File: src/rtl/linear_layer_start_bcast_ctrl_if.sv
// ---------------------------------------------------------------------------
// linear_layer_start_bcast_ctrl_if
//   Bundles the signals around the start-token broadcast controller:
//   the producer push side, the per-consumer broadcast side and the
//   controller's view of the external shift-register (SRL) store.
//
//   slave  : the controller's view (takes pushes/reads, drives the SRL).
//   master : the surrounding environment (producer, consumers, SRL).
//
//   if_write/if_din/if_full_n       producer push handshake
//   cons_read/cons_empty_n/cons_dout per-consumer read handshake, shared data
//   srl_we/srl_addr/srl_din/srl_dout SRL control; srl_dout is combinational
//   occupancy                        tokens currently stored
// ---------------------------------------------------------------------------
interface linear_layer_start_bcast_ctrl_if #(
  parameter int DATA_WIDTH = 1,
  parameter int ADDR_WIDTH = 2,
  parameter int NUM_CONS   = 4
);
  logic                  if_write;
  logic [DATA_WIDTH-1:0] if_din;
  logic                  if_full_n;
  logic [NUM_CONS-1:0]   cons_read;
  logic [NUM_CONS-1:0]   cons_empty_n;
  logic [DATA_WIDTH-1:0] cons_dout;
  logic                  srl_we;
  logic [ADDR_WIDTH-1:0] srl_addr;
  logic [DATA_WIDTH-1:0] srl_din;
  logic [DATA_WIDTH-1:0] srl_dout;
  logic [ADDR_WIDTH:0]   occupancy;

  modport slave (
    input  if_write, if_din, cons_read, srl_dout,
    output if_full_n, cons_empty_n, cons_dout, srl_we, srl_addr, srl_din, occupancy
  );

  modport master (
    output if_write, if_din, cons_read, srl_dout,
    input  if_full_n, cons_empty_n, cons_dout, srl_we, srl_addr, srl_din, occupancy
  );
endinterface

File: src/rtl/linear_layer_start_bcast_ctrl.sv
// ---------------------------------------------------------------------------
// linear_layer_start_bcast_ctrl
//   Sequences an external SRL (write at index 0, older entries shift up) as a
//   start-token FIFO whose head is broadcast to NUM_CONS consumers. A token
//   retires only once every consumer has taken it; a consumer that already
//   took the head sees "empty" until the retire.
//
//   ap_clk    rising-edge clock
//   ap_rst_n  synchronous active-low reset
//   bus       linear_layer_start_bcast_ctrl_if.slave (push, broadcast, SRL)
// ---------------------------------------------------------------------------
module linear_layer_start_bcast_ctrl #(
  parameter int DATA_WIDTH = 1,
  parameter int ADDR_WIDTH = 2,
  parameter int DEPTH      = 4,
  parameter int NUM_CONS   = 4
) (
  input  logic ap_clk,
  input  logic ap_rst_n,
  linear_layer_start_bcast_ctrl_if.slave bus
);

  localparam int CW = ADDR_WIDTH + 1;
  localparam logic [CW-1:0] DEPTH_C = CW'(DEPTH);

  logic [CW-1:0]       count_q, count_d;
  logic [NUM_CONS-1:0] served_q, served_d;
  logic [NUM_CONS-1:0] empty_n, rd;
  logic                not_empty, full_n, push, pop;

  // NOTE: every signal assigned here gets a default first, so no path can
  // leave one unassigned and infer a latch.
  always_comb begin
    not_empty = (count_q != '0);
    // Outputs are forced inactive while reset is held, so requests during
    // reset can neither push nor be counted as reads.
    full_n    = ap_rst_n && (count_q < DEPTH_C);
    empty_n   = (ap_rst_n && not_empty) ? ~served_q : '0;
    push      = bus.if_write && full_n;
    rd        = bus.cons_read & empty_n;
    // The head retires in the cycle the last outstanding consumer takes it.
    pop       = not_empty && ((served_q | rd) == '1);
    served_d  = pop ? '0 : (served_q | rd);
    count_d   = count_q;
    unique case ({push, pop})
      2'b10:   count_d = count_q + CW'(1);
      2'b01:   count_d = count_q - CW'(1);
      // Push with pop: the SRL shift moves the new head to the same index.
      default: count_d = count_q;
    endcase
  end

  // NOTE: state registers use non-blocking assignments so every flop samples
  // the pre-edge values regardless of statement order.
  always_ff @(posedge ap_clk) begin
    if (!ap_rst_n) begin
      count_q  <= '0;
      served_q <= '0;
    end else begin
      count_q  <= count_d;
      served_q <= served_d;
    end
  end

  // The head (oldest token) sits at index count-1 of the SRL. SRL contents
  // are never cleared: with count=0 no stale entry is reachable.
  assign bus.srl_addr     = not_empty ? ADDR_WIDTH'(count_q - CW'(1)) : '0;
  assign bus.srl_we       = push;
  assign bus.srl_din      = bus.if_din;
  assign bus.cons_dout    = bus.srl_dout;
  assign bus.if_full_n    = full_n;
  assign bus.cons_empty_n = empty_n;
  assign bus.occupancy    = count_q;

endmodule

File: src/flat_wrapper.sv
// flat-port wrapper written by rule: the top's interface ports become plain ports
module linear_layer_start_bcast_ctrl_flat 
#(
  parameter int DATA_WIDTH = 1,
  parameter int ADDR_WIDTH = 2,
  parameter int DEPTH      = 4,
  parameter int NUM_CONS   = 4
)
  (ap_clk, ap_rst_n, bus_if_write, bus_if_din, bus_cons_read, bus_srl_dout, bus_if_full_n, bus_cons_empty_n, bus_cons_dout, bus_srl_we, bus_srl_addr, bus_srl_din, bus_occupancy);
  linear_layer_start_bcast_ctrl_if #(.DATA_WIDTH(DATA_WIDTH), .ADDR_WIDTH(ADDR_WIDTH), .NUM_CONS(NUM_CONS)) bus_i ();
  input  logic ap_clk;
  input  logic ap_rst_n;
  input wire logic [$bits(bus_i.if_write)-1:0] bus_if_write;
  input wire logic [$bits(bus_i.if_din)-1:0] bus_if_din;
  input wire logic [$bits(bus_i.cons_read)-1:0] bus_cons_read;
  input wire logic [$bits(bus_i.srl_dout)-1:0] bus_srl_dout;
  output wire logic [$bits(bus_i.if_full_n)-1:0] bus_if_full_n;
  output wire logic [$bits(bus_i.cons_empty_n)-1:0] bus_cons_empty_n;
  output wire logic [$bits(bus_i.cons_dout)-1:0] bus_cons_dout;
  output wire logic [$bits(bus_i.srl_we)-1:0] bus_srl_we;
  output wire logic [$bits(bus_i.srl_addr)-1:0] bus_srl_addr;
  output wire logic [$bits(bus_i.srl_din)-1:0] bus_srl_din;
  output wire logic [$bits(bus_i.occupancy)-1:0] bus_occupancy;
  assign bus_i.if_write = bus_if_write;
  assign bus_i.if_din = bus_if_din;
  assign bus_i.cons_read = bus_cons_read;
  assign bus_i.srl_dout = bus_srl_dout;
  assign bus_if_full_n = bus_i.if_full_n;
  assign bus_cons_empty_n = bus_i.cons_empty_n;
  assign bus_cons_dout = bus_i.cons_dout;
  assign bus_srl_we = bus_i.srl_we;
  assign bus_srl_addr = bus_i.srl_addr;
  assign bus_srl_din = bus_i.srl_din;
  assign bus_occupancy = bus_i.occupancy;
  linear_layer_start_bcast_ctrl #(.DATA_WIDTH(DATA_WIDTH), .ADDR_WIDTH(ADDR_WIDTH), .DEPTH(DEPTH), .NUM_CONS(NUM_CONS)) u_core (.ap_clk(ap_clk), .ap_rst_n(ap_rst_n), .bus(bus_i));
endmodule
File: config.mk
export PLATFORM = sky130hd
export DESIGN_NAME = linear_layer_start_bcast_ctrl_flat
export DESIGN_NICKNAME = d
export VERILOG_FILES = /design/src/rtl/linear_layer_start_bcast_ctrl_if.sv /design/src/rtl/linear_layer_start_bcast_ctrl.sv /design/src/flat_wrapper.sv
export SDC_FILE = /design/constraint.sdc
export NUM_CORES = 1
export LEC_CHECK = 0
export CAP_MARGIN = 5
export CORE_MARGIN = 2
export CORE_UTILIZATION = 25
export CTS_CLUSTER_SIZE = 24
export DETAILED_ROUTE_END_ITERATION = 8
export PLACE_DENSITY_LB_ADDON = 0.08
export SETUP_SLACK_MARGIN = 0.15
export SYNTH_ARGS = -nofsm -noshare
export SYNTH_HDL_FRONTEND = slang
export SYNTH_SLANG_ARGS = --single-unit
File: constraint.sdc
create_clock -name ap_clk -period 4.6 [get_ports ap_clk]
set_input_delay 0.69 -clock ap_clk [delete_from_list [all_inputs] [get_ports ap_clk]]
set_output_delay 0.69 -clock ap_clk [all_outputs]
set_load 0.05 [all_outputs]
==> summary.md, run 1 <==
| Metric | Value |
|---|---|
| Clk pin slew, worst setup/hold paths | 0.05 ns |
| Hold Vio Cnt, Final | 0 |
| Slew Viols, Final | 0 |
| Non-filler cells, final | 97 |
| Final std cell area, no fill | 666 sq um |
| Core Area | 1730 sq um |
| Slew margin rel. | 0.669 |
| Post-CTS setup buffers | 0 |
| CTS tree | yes |
| HPWL after DPL | 819 microns |
| # placed instances | 93 |
| Combinational Power Share | 0.370 |
| Final setup viols | 0 |
| Synth cell types | 22 |
| Starting Density | 0.265 |
| Final RePlAce weighted congestion | 0.705 |
| Detail-routed via count per cell | 4.34 |
| Port bufs | 17 |
| Seq pwr share | 0.342 |
| Synthesis warning total | 0 |
| Hold Crit Class | reg2reg |
| Tcrit/Tclk final | 0.725 |
| EDFF count, synth | 0 |
| Number of remaining DRC errors | 0 |
| Reg2Reg Depth | 8 |
| Via count | 421 |
| Routed WL | 1030 microns |
| Hold path depth | 2 |
| Slowest stage cell on the critical path | clkdlybuf4s50_1 |
| Post-Syn Area per Cell | 8.48 sq um |
| Post-synth net total | 67 |
| Commonest cells post-synth | nor2_1 (9), dfxtp_1 (7), ha_1 (4), inv_1 (4) |
| Power Density | 300 nW/um^2 |
| Sink Count | 7 |
| Global-route wire length before repair | 1680 microns |
| DP Area | 639 sq um |
| Number of global-route vias before repair | 376 |
| Setup crit start kind | primary input |
| Nets | 86 |
| ANT nets after route | 0 |
| Synthesized area | 458 sq um |
| CTS buffer count | 3 |
| Max incr delay on CP | 0.79 ns |
| Routed WL per cell | 10.6 microns |
| Fillers | 200 |
| Unrepaired setup endpoints after global routing | false |
| Antenna Cells | 0 |
| Fmax achieved | 0.300 GHz |
| DRT iter0 DRCs | 1 |
| Worst path cell trace | clkdlybuf4s50_1, inv_1, nor2_1, and2_1, clkdlybuf4s50_1 |
| Setup WS post-layout | 1.26 ns |
| CTS-repair resized insts | 0 |
| Area of the multi-input gates | 283 sq um |
| Hold Buf Count CTS | 0 |
| Post-layout util | 0.386 |
| Register area share after synthesis | 0.306 |
| Chip width | 46.8 microns |
| Pre-CTS WS | 1.26 ns |
| Critical-path maximum fanout | 9 |
| Worst Skew | 0.00281 ns |
| FP Rows | 15 |
| Min cycle time layout | 3.34 ns |
| GRT Total Usage | 0.114 |
| Dominant cell type by area after synthesis | dfxtp_1 |
| Synth top area share | 0.306 |
| CP most frequent cell | clkdlybuf4s50_1 |
| Critical path class | in2out |
| Clk pwr share | 0.288 |
| Leakage power | 0.258 nW |
| Die Ht | 46.8 microns |
| Top FF cell, synth | dfxtp_1 |
| Max-cap violation count | 0 |
| Share of cells above drive strength 1 | 0.0833 |
| Reg area | 140 sq um |
| Status | finished, final reports clean |
| Yosys reg bits | 7 |
| Tightest Pin Transition | 0.494 ns |
| Initial antenna violation count | 0 |
| CTS H-Tree Depth | 1 |
| Setup TNS | 0 ns |
| Layout area overhead | 45.4% |
| Clk_lat worst skew | 0.26 ns |
| Internal power | 0.125 mW |
| Die area | 2190 sq um |
| Sw frac | 0.373 |
| Post-synth ARST share | 0 |
| Top-count cell post-synth | nor2_1 |
| Total gr overflow | 0 |
| Sw power | 0.0744 mW |
| Top cells by area, synth | dfxtp_1 (31%), ha_1 (11%), nor2_1 (7.4%) |
| CP Capture Type | output pin |
| Arr. time, crit path | 2.65 ns |
| Clock Tree Buf Depth | 2 |
| Largest net degree at the start of global routing | 10 |
| VDD IR max | 0.184 mV |
| CTS Root Cell | clkbuf_4 |
| WP data required | 3.91 ns |
| Cells after Synth | 54 |
| # IOs | 22 |
| DR pass1 iterations | 3 |
-- routing by layer --
layer / track usage / wire length (microns)
met2: 0.134 / 424
met3: 0.0731 / 70
met5: 0 / 0
met4: 0.0333 / 13
met1: 0.167 / 525
-- state kept, by name, summed over array words and instances, names as in the netlist --
signal	flops
u_core.bus.occupancy	3
u_core.served_q	4
-- layout by cell type (no fill, tap or decap), drive strengths merged, types with 2 or more instances in the layout --
cell / instances
clkbuf: 4
a31o: 2
a31oi: 3
inv: 4
ha: 4
a21oi: 3
dfxtp: 7
a211oi: 4
nor2: 9
a311oi: 2
clkdlybuf4s50: 17
nand2: 3
xor2: 2
-- layout make-up --
| class | instances | area share |
|---|---|---|
| Tap cell | 25 | 0.0470 |
| Inverter | 4 | 0.0226 |
| Timing Repair Buffer | 17 | 0.256 |
| Clock buffer | 4 | 0.0395 |
| Sequential cell | 7 | 0.211 |
| Multi-Input combinational cell | 40 | 0.425 |
-- metrics by stage --
| stage | total power [mW] | hold WS, ns |
|---|---|---|
| 4_1_cts | 0.203 | 0.543 |
| 6_report | 0.200 | 0.542 |
| 3_5_place_dp | 0.144 | 0.532 |
| 5_1_grt | 0.212 | 0.578 |
| 2_1_floorplan | 0.124 | 0.504 |
| 3_3_place_gp | 0.143 | 0.527 |
-- worst paths after layout --
check,slack (ns),to,from
worst max-delay path,1.26,bus_srl_we,ap_rst_n
worst min-delay path,0.54,u_core.served_q[1],u_core.served_q[1]
worst max register to register,2.23,u_core.bus.occupancy[2],u_core.bus.occupancy[0]
worst min register to register,0.54,u_core.served_q[1],u_core.served_q[1]
-- kinds of logic after synthesis --
kind of cell | count (synthesis) | share of synthesized area
fa+ha+maj | 4 | 0.109
simple gates | 17 | 0.186
flops | 7 | 0.306
mux | 2 | 0.0464
compound gates | 15 | 0.238
xor+xnor | 2 | 0.0383
buf+inv | 7 | 0.0765
-- worst max-delay path, delay by kind of cell --
kind / cells / cell delay [ns]
buffers and inverters: 3 / 1.62
AND/OR/NAND/NOR: 2 / 0.33
-- power groups by stage --
stage                     clock network [mW]  registers, mW  logic (mW)
after CTS                             0.0603         0.0681      0.0744
after detailed placement                   0         0.0695      0.0741
final                                 0.0574         0.0682      0.0739
after global routing                  0.0636         0.0686      0.0798
after floorplan                            0         0.0739      0.0500
after global placement                     0         0.0694      0.0738
Power figures use the tool's default switching activity.
==> run 2: changes to the inputs <==
Clock period 4.6 ns to 2.67 ns, I/O delays scaled along.
==> run 2 against run 1 <==
- die area stayed put
- register-to-register slack worse by 1.8 ns
- sequential power is 72% higher
- highest routed layer is now met3
- core utilization is 2.0 points higher
- non-clock buffer count is 3 higher
==> summary.md, run 2 (synthesized netlist as in run 1, its figures left out) <==
| Metric | Value |
|---|---|
| Die area | 2190 sq um |
| Max reg flops | 4 |
| Setup TNS | 0 ns |
| Nets | 89 |
| Routed WL per cell | 10.8 microns |
| DRT iter0 DRCs | 12 |
| Leakage power | 0.313 nW |
| Tcrit/Tclk final | 0.845 |
| GRT Total Usage | 0.119 |
| Chip width | 46.8 microns |
| Met1 Routed Length | 533 microns |
| Tightest Pin Transition | 0.499 ns |
| DR WL met2 | 460 microns |
| Hold path depth | 2 |
| # IOs | 22 |
| Routed length on met3 | 82 microns |
| Number of remaining DRC errors | 0 |
| Sw frac | 0.378 |
| Clock Tree Buf Depth | 2 |
| Clk pin slew, worst setup/hold paths | 0.05 ns |
| DR pass1 iterations | 4 |
| Hold Vio Cnt, Final | 0 |
| Internal power | 0.218 mW |
| Port bufs | 17 |
| Largest Register | u_core.served_q |
| CTS H-Tree Depth | 1 |
| Min cycle time layout | 2.26 ns |
| Worst Skew | 0.00681 ns |
| Arr. time, crit path | 1.86 ns |
| Starting Density | 0.265 |
| Share of cells above drive strength 1 | 0.200 |
| CTS Root Cell | clkbuf_4 |
| Layout area overhead | 52.7% |
| Setup crit start kind | flop |
| Most frequent cells in the layout | nor2_1 (9), clkdlybuf4s50_1 (9), buf_4 (7), dfxtp_1 (7) |
| Total gr overflow | 0 |
| Antenna Cells | 0 |
| CTS tree | yes |
| Unrepaired setup endpoints after global routing | false |
| Critical path class | reg2out |
| Hold Crit Class | reg2reg |
| Sw power | 0.132 mW |
| Final setup viols | 0 |
| ANT nets after route | 0 |
| Reg2Reg Depth | 8 |
| Total power | 0.351 mW |
| Slew Viols, Final | 0 |
| Sink Count | 7 |
| Fillers | 183 |
| Highest Signal Layer | met3 |
| Pre-CTS WS | 0.206 ns |
| Max-cap violation count | 0 |
| Global-route wire length before repair | 1770 microns |
| Fmax achieved | 0.443 GHz |
| Slew margin rel. | 0.667 |
| Routed WL | 1080 microns |
| FP Rows | 15 |
| Non-filler cells, final | 100 |
| Combinational Power Share | 0.373 |
| Die Ht | 46.8 microns |
| Area of the multi-input gates | 283 sq um |
| Seq pwr share | 0.334 |
| Post-CTS setup buffers | 0 |
| Setup WS post-layout | 0.413 ns |
| HPWL after DPL | 825 microns |
| Number of global-route vias before repair | 407 |
| WP data required | 2.27 ns |
| # placed instances | 96 |
| CP Capture Type | output pin |
| Final RePlAce weighted congestion | 0.732 |
| Power Density | 501 nW/um^2 |
| Largest net degree at the start of global routing | 10 |
| Detail-routed via count per cell | 4.42 |
| Via count | 442 |
| Status | finished, final reports clean |
| VDD IR max | 0.226 mV |
| Critical-path maximum fanout | 5 |
| Clk pwr share | 0.293 |
| Clk_lat worst skew | 0.26 ns |
| Initial antenna violation count | 0 |
| Core Area | 1730 sq um |
| CTS buffer count | 3 |
| Reg area | 140 sq um |
run 2: cell count changes in the layout (fill, tap and decap cells not counted), sizes merged:
cell and delta:
buf +9, clkdlybuf4s50 -8, dlygate4sd2 +1, dlymetal6s2s +1
run 2: path summary, 6_finish.rpt:
kind | startpoint | to | slack, ns
setup / recovery | u_core.bus.occupancy[0] | bus_srl_addr[0] | 0.41
hold / removal | u_core.bus.occupancy[1] | u_core.bus.occupancy[1] | 0.55
setup reg to reg | u_core.bus.occupancy[0] | u_core.bus.occupancy[2] | 0.48
hold reg to reg | u_core.bus.occupancy[1] | u_core.bus.occupancy[1] | 0.55
run 2: power by group through the flow:
stage	sequential, mW	clock (mW)	combinational, mW
final	0.117	0.103	0.131
after global routing	0.119	0.113	0.141
after CTS	0.117	0.107	0.132
after detailed placement	0.120	0	0.133
after global placement	0.120	0	0.133
after floorplan	0.127	0	0.0862
run 2: what timing repair did:
action	in CTS	in global routing
gates resized for setup	1	1
endpoints found under the setup margin	1	1
hold buffers	0	0
run 2: critical path, cell delays in order, from the launching register on:
cell and delay [ns]:
dfxtp_1 0.42, inv_1 0.09, ha_1 0.26, and2b_1 0.21, nor2_1 0.09, dlygate4sd2_1 0.53
run 2: through the flow:
step / instance area (sq um) / hold slack [ns] / utilization
final: 699 / 0.547 / 0.405
after global routing: 699 / 0.565 / 0.405
after CTS: 697 / 0.551 / 0.404
after detailed placement: 672 / 0.539 / 0.389
after global placement: 672 / 0.527 / 0.389
after floorplan: 458 / 0.504 / -
run 2: final cells by class:
cell class / instances / area share
flip-flops and latches: 7 / 0.200
inverters: 4 / 0.0215
multi-input cells: 40 / 0.404
repair buffers: 20 / 0.292
well taps: 25 / 0.0447
clock buffers: 4 / 0.0376
run 2: per-layer routing:
| layer | vias up | GRT usage |
|---|---|---|
| met5 | - | 0 |
| met4 | 0 | 0.0500 |
| met3 | 0 | 0.0577 |
| met2 | 13 | 0.145 |
| met1 | 198 | 0.173 |
| li1 | 231 | - |
==> run 3: changes to the inputs <==
Clock period 2.67 ns to 2.08 ns, I/O delays scaled along.
==> run 3 against run 2 <==
- non-clock buffer count is 11 higher
- sequential power is 28% higher
- combinational power is 78% higher
- global-route usage is 1.9 points higher
- hold slack worse by 0.036 ns
- cell count is 11% higher
- clock-buffer cell count stayed put
- first-iteration DRC count is 83% lower
==> summary.md, run 3 (synthesized netlist as in run 1, its figures left out) <==
| Metric | Value |
|---|---|
| Final std cell area, no fill | 892 sq um |
| Total power | 0.511 mW |
| Max-cap violation count | 0 |
| Hold path depth | 2 |
| Reg2Reg Depth | 8 |
| CTS Root Cell | clkbuf_4 |
| Setup crit start kind | flop |
| Routed WL | 1230 microns |
| CP Capture Type | flop |
| Fmax achieved | 0.506 GHz |
| ANT nets after route | 0 |
| Clk_lat worst skew | 0.26 ns |
| Die area | 2190 sq um |
| Tightest Pin Transition | 0.491 ns |
| DP Area | 811 sq um |
| Slew Viols, Final | 0 |
| Antenna Cells | 0 |
| Slew margin rel. | 0.672 |
| Hold Crit Class | reg2reg |
| Unrepaired setup endpoints after global routing | true |
| Buf+Inv Stages, Crit Path | 1 |
| Global-route wire length before repair | 2010 microns |
| Power Density | 572 nW/um^2 |
| Initial antenna violation count | 0 |
| Routed WL per cell | 11.1 microns |
| DR pass1 iterations | 2 |
| Detail-routed via count per cell | 4.51 |
| GRT Total Usage | 0.137 |
| Hold Vio Cnt, Final | 0 |
| Worst Skew | 0.00578 ns |
| Critical-path maximum fanout | 3 |
| Leakage power | 0.371 nW |
| Total gr overflow | 0 |
| Chip width | 46.8 microns |
| CTS buffer count | 3 |
| HP Start | u_core.bus.occupancy[1] |
| Clock Tree Buf Depth | 2 |
| Number of remaining DRC errors | 0 |
| Hold WS | 0.511 ns |
| R2R setup slack | 0.10 ns |
| Max reg flops | 4 |
| Sink Count | 7 |
| Critical path class | reg2reg |
| HPWL after DPL | 928 microns |
| Port bufs | 17 |
| CTS H-Tree Depth | 1 |
| Starting Density | 0.265 |
| VDD IR max | 0.345 mV |
| Core Area | 1730 sq um |
| Worst R2R End | u_core.bus.occupancy[2] |
| Hold Buf Count CTS | 0 |
| Status | finished, final reports clean |
| Final RePlAce weighted congestion | 0.752 |
| Min cycle time layout | 1.98 ns |
| Arr. time, crit path | 2.17 ns |
| CTS tree | yes |
| Share of cells above drive strength 1 | 0.453 |
| Number of global-route vias before repair | 491 |
| Slowest stage cell on the critical path | or3_4 |
| FP Rows | 15 |
| Die Ht | 46.8 microns |
| Clk pin slew, worst setup/hold paths | 0.06 ns |
| Largest Register | u_core.served_q |
| Via count | 501 |
| Layout area overhead | 94.8% |
| Reg2Reg Launch Point | u_core.bus.occupancy[0] |
| WP data required | 2.27 ns |
| Final setup viols | 0 |
| Nets | 100 |
| CP most frequent cell | ha_4 |
| Crit path depth | 8 |
| DRT iter0 DRCs | 2 |
| Most frequent cells in the layout | buf_4 (15), nor2_1 (8), clkdlybuf4s50_1 (8) |
| # IOs | 22 |
| Worst path cell trace | inv_4, ha_4, and2b_1, a211oi_2, and3_4, ha_4, or3_4, a21oi_2 |
| Largest net degree at the start of global routing | 8 |
| Max incr delay on CP | 0.38 ns |
| Tcrit/Tclk final | 0.950 |
| Hold path endpoint | u_core.bus.occupancy[1] |
| Most common cell after layout, fill and taps aside | buf_4 |
| Top delay family on crit path | simple AND/OR/NAND/NOR gates |
[run 3: cell types whose count changed in the layout (fill, tap and decap cells not counted), sizes merged]
cell / before / now
buf: 9 / 22
dlymetal6s2s: 1 / 0
clkdlybuf4s50: 9 / 8
[run 3: per-stage QoR]
stage / setup WS, ns / util / instances / TNS [ns]
5_1_grt: 0.0312 / 0.517 / 111 / 0
3_5_place_dp: -0.141 / 0.470 / 102 / -0.181
4_1_cts: 0.155 / 0.497 / 108 / 0
3_3_place_gp: -0.110 / 0.470 / 102 / -0.144
2_1_floorplan: -0.0338 / - / 54 / -0.0338
6_report: 0.104 / 0.517 / 111 / 0
[run 3: how the worst max path moves through the flow]
stage / to / startpoint / slack, ns
after CTS: u_core.bus.occupancy[2] / u_core.bus.occupancy[1] / 0.16
after floorplan: u_core.bus.occupancy[2] / u_core.bus.occupancy[0] / -0.03
final: u_core.bus.occupancy[2] / u_core.bus.occupancy[0] / 0.10
after detailed placement: u_core.bus.occupancy[2] / ap_rst_n / -0.14
after global placement: u_core.bus.occupancy[2] / ap_rst_n / -0.11
after global routing: u_core.bus.occupancy[2] / u_core.bus.occupancy[0] / 0.03
[run 3: worst register-to-register path: cells and delay by family, from the launching register on]
family	cells	cell delay (ns)
AO/OA/AOI/OAI	2	0.38
adder cells (fa/ha/maj)	2	0.36
AND/OR/NAND/NOR	3	0.79
flip-flops	1	0.35
buffers and inverters	1	0.04
[run 3: what timing repair did]
item	in CTS	in global routing
setup endpoints to repair	2	2
buffers inserted	2	3
gates resized for setup	3	3
endpoints found under the hold margin	0	0
pin swaps	2	6
[run 3: area by class of cell]
| class | count | area, sq um |
|---|---|---|
| Sequential cell | 7 | 149 |
| Tap cell | 25 | 31.3 |
| Inverter | 4 | 20.0 |
| Multi-Input combinational cell | 40 | 324 |
| Fill cell | 180 | 835 |
| Clock buffer | 4 | 26.3 |
| Timing Repair Buffer | 31 | 342 |
[run 3: routing by layer]
| metal | track usage | share of wire | vias up |
|---|---|---|---|
| li1 | - | - | 256 |
| met1 | 0.154 | 0.41 | 228 |
| met2 | 0.211 | 0.50 | 13 |
| met3 | 0.0615 | 0.053 | 4 |
| met4 | 0.0889 | 0.028 | 0 |
| met5 | 0 | 0 | - |
[run 3: where the power goes]
group / internal [mW] / total, mW / leakage (nW) / switching, mW
sequential: 0.143 / 0.150 / 0.0591 / 0.00718
clock: 0.0735 / 0.128 / 0.0150 / 0.0543
combinational: 0.112 / 0.233 / 0.297 / 0.120
total: 0.329 / 0.511 / 0.371 / 0.182
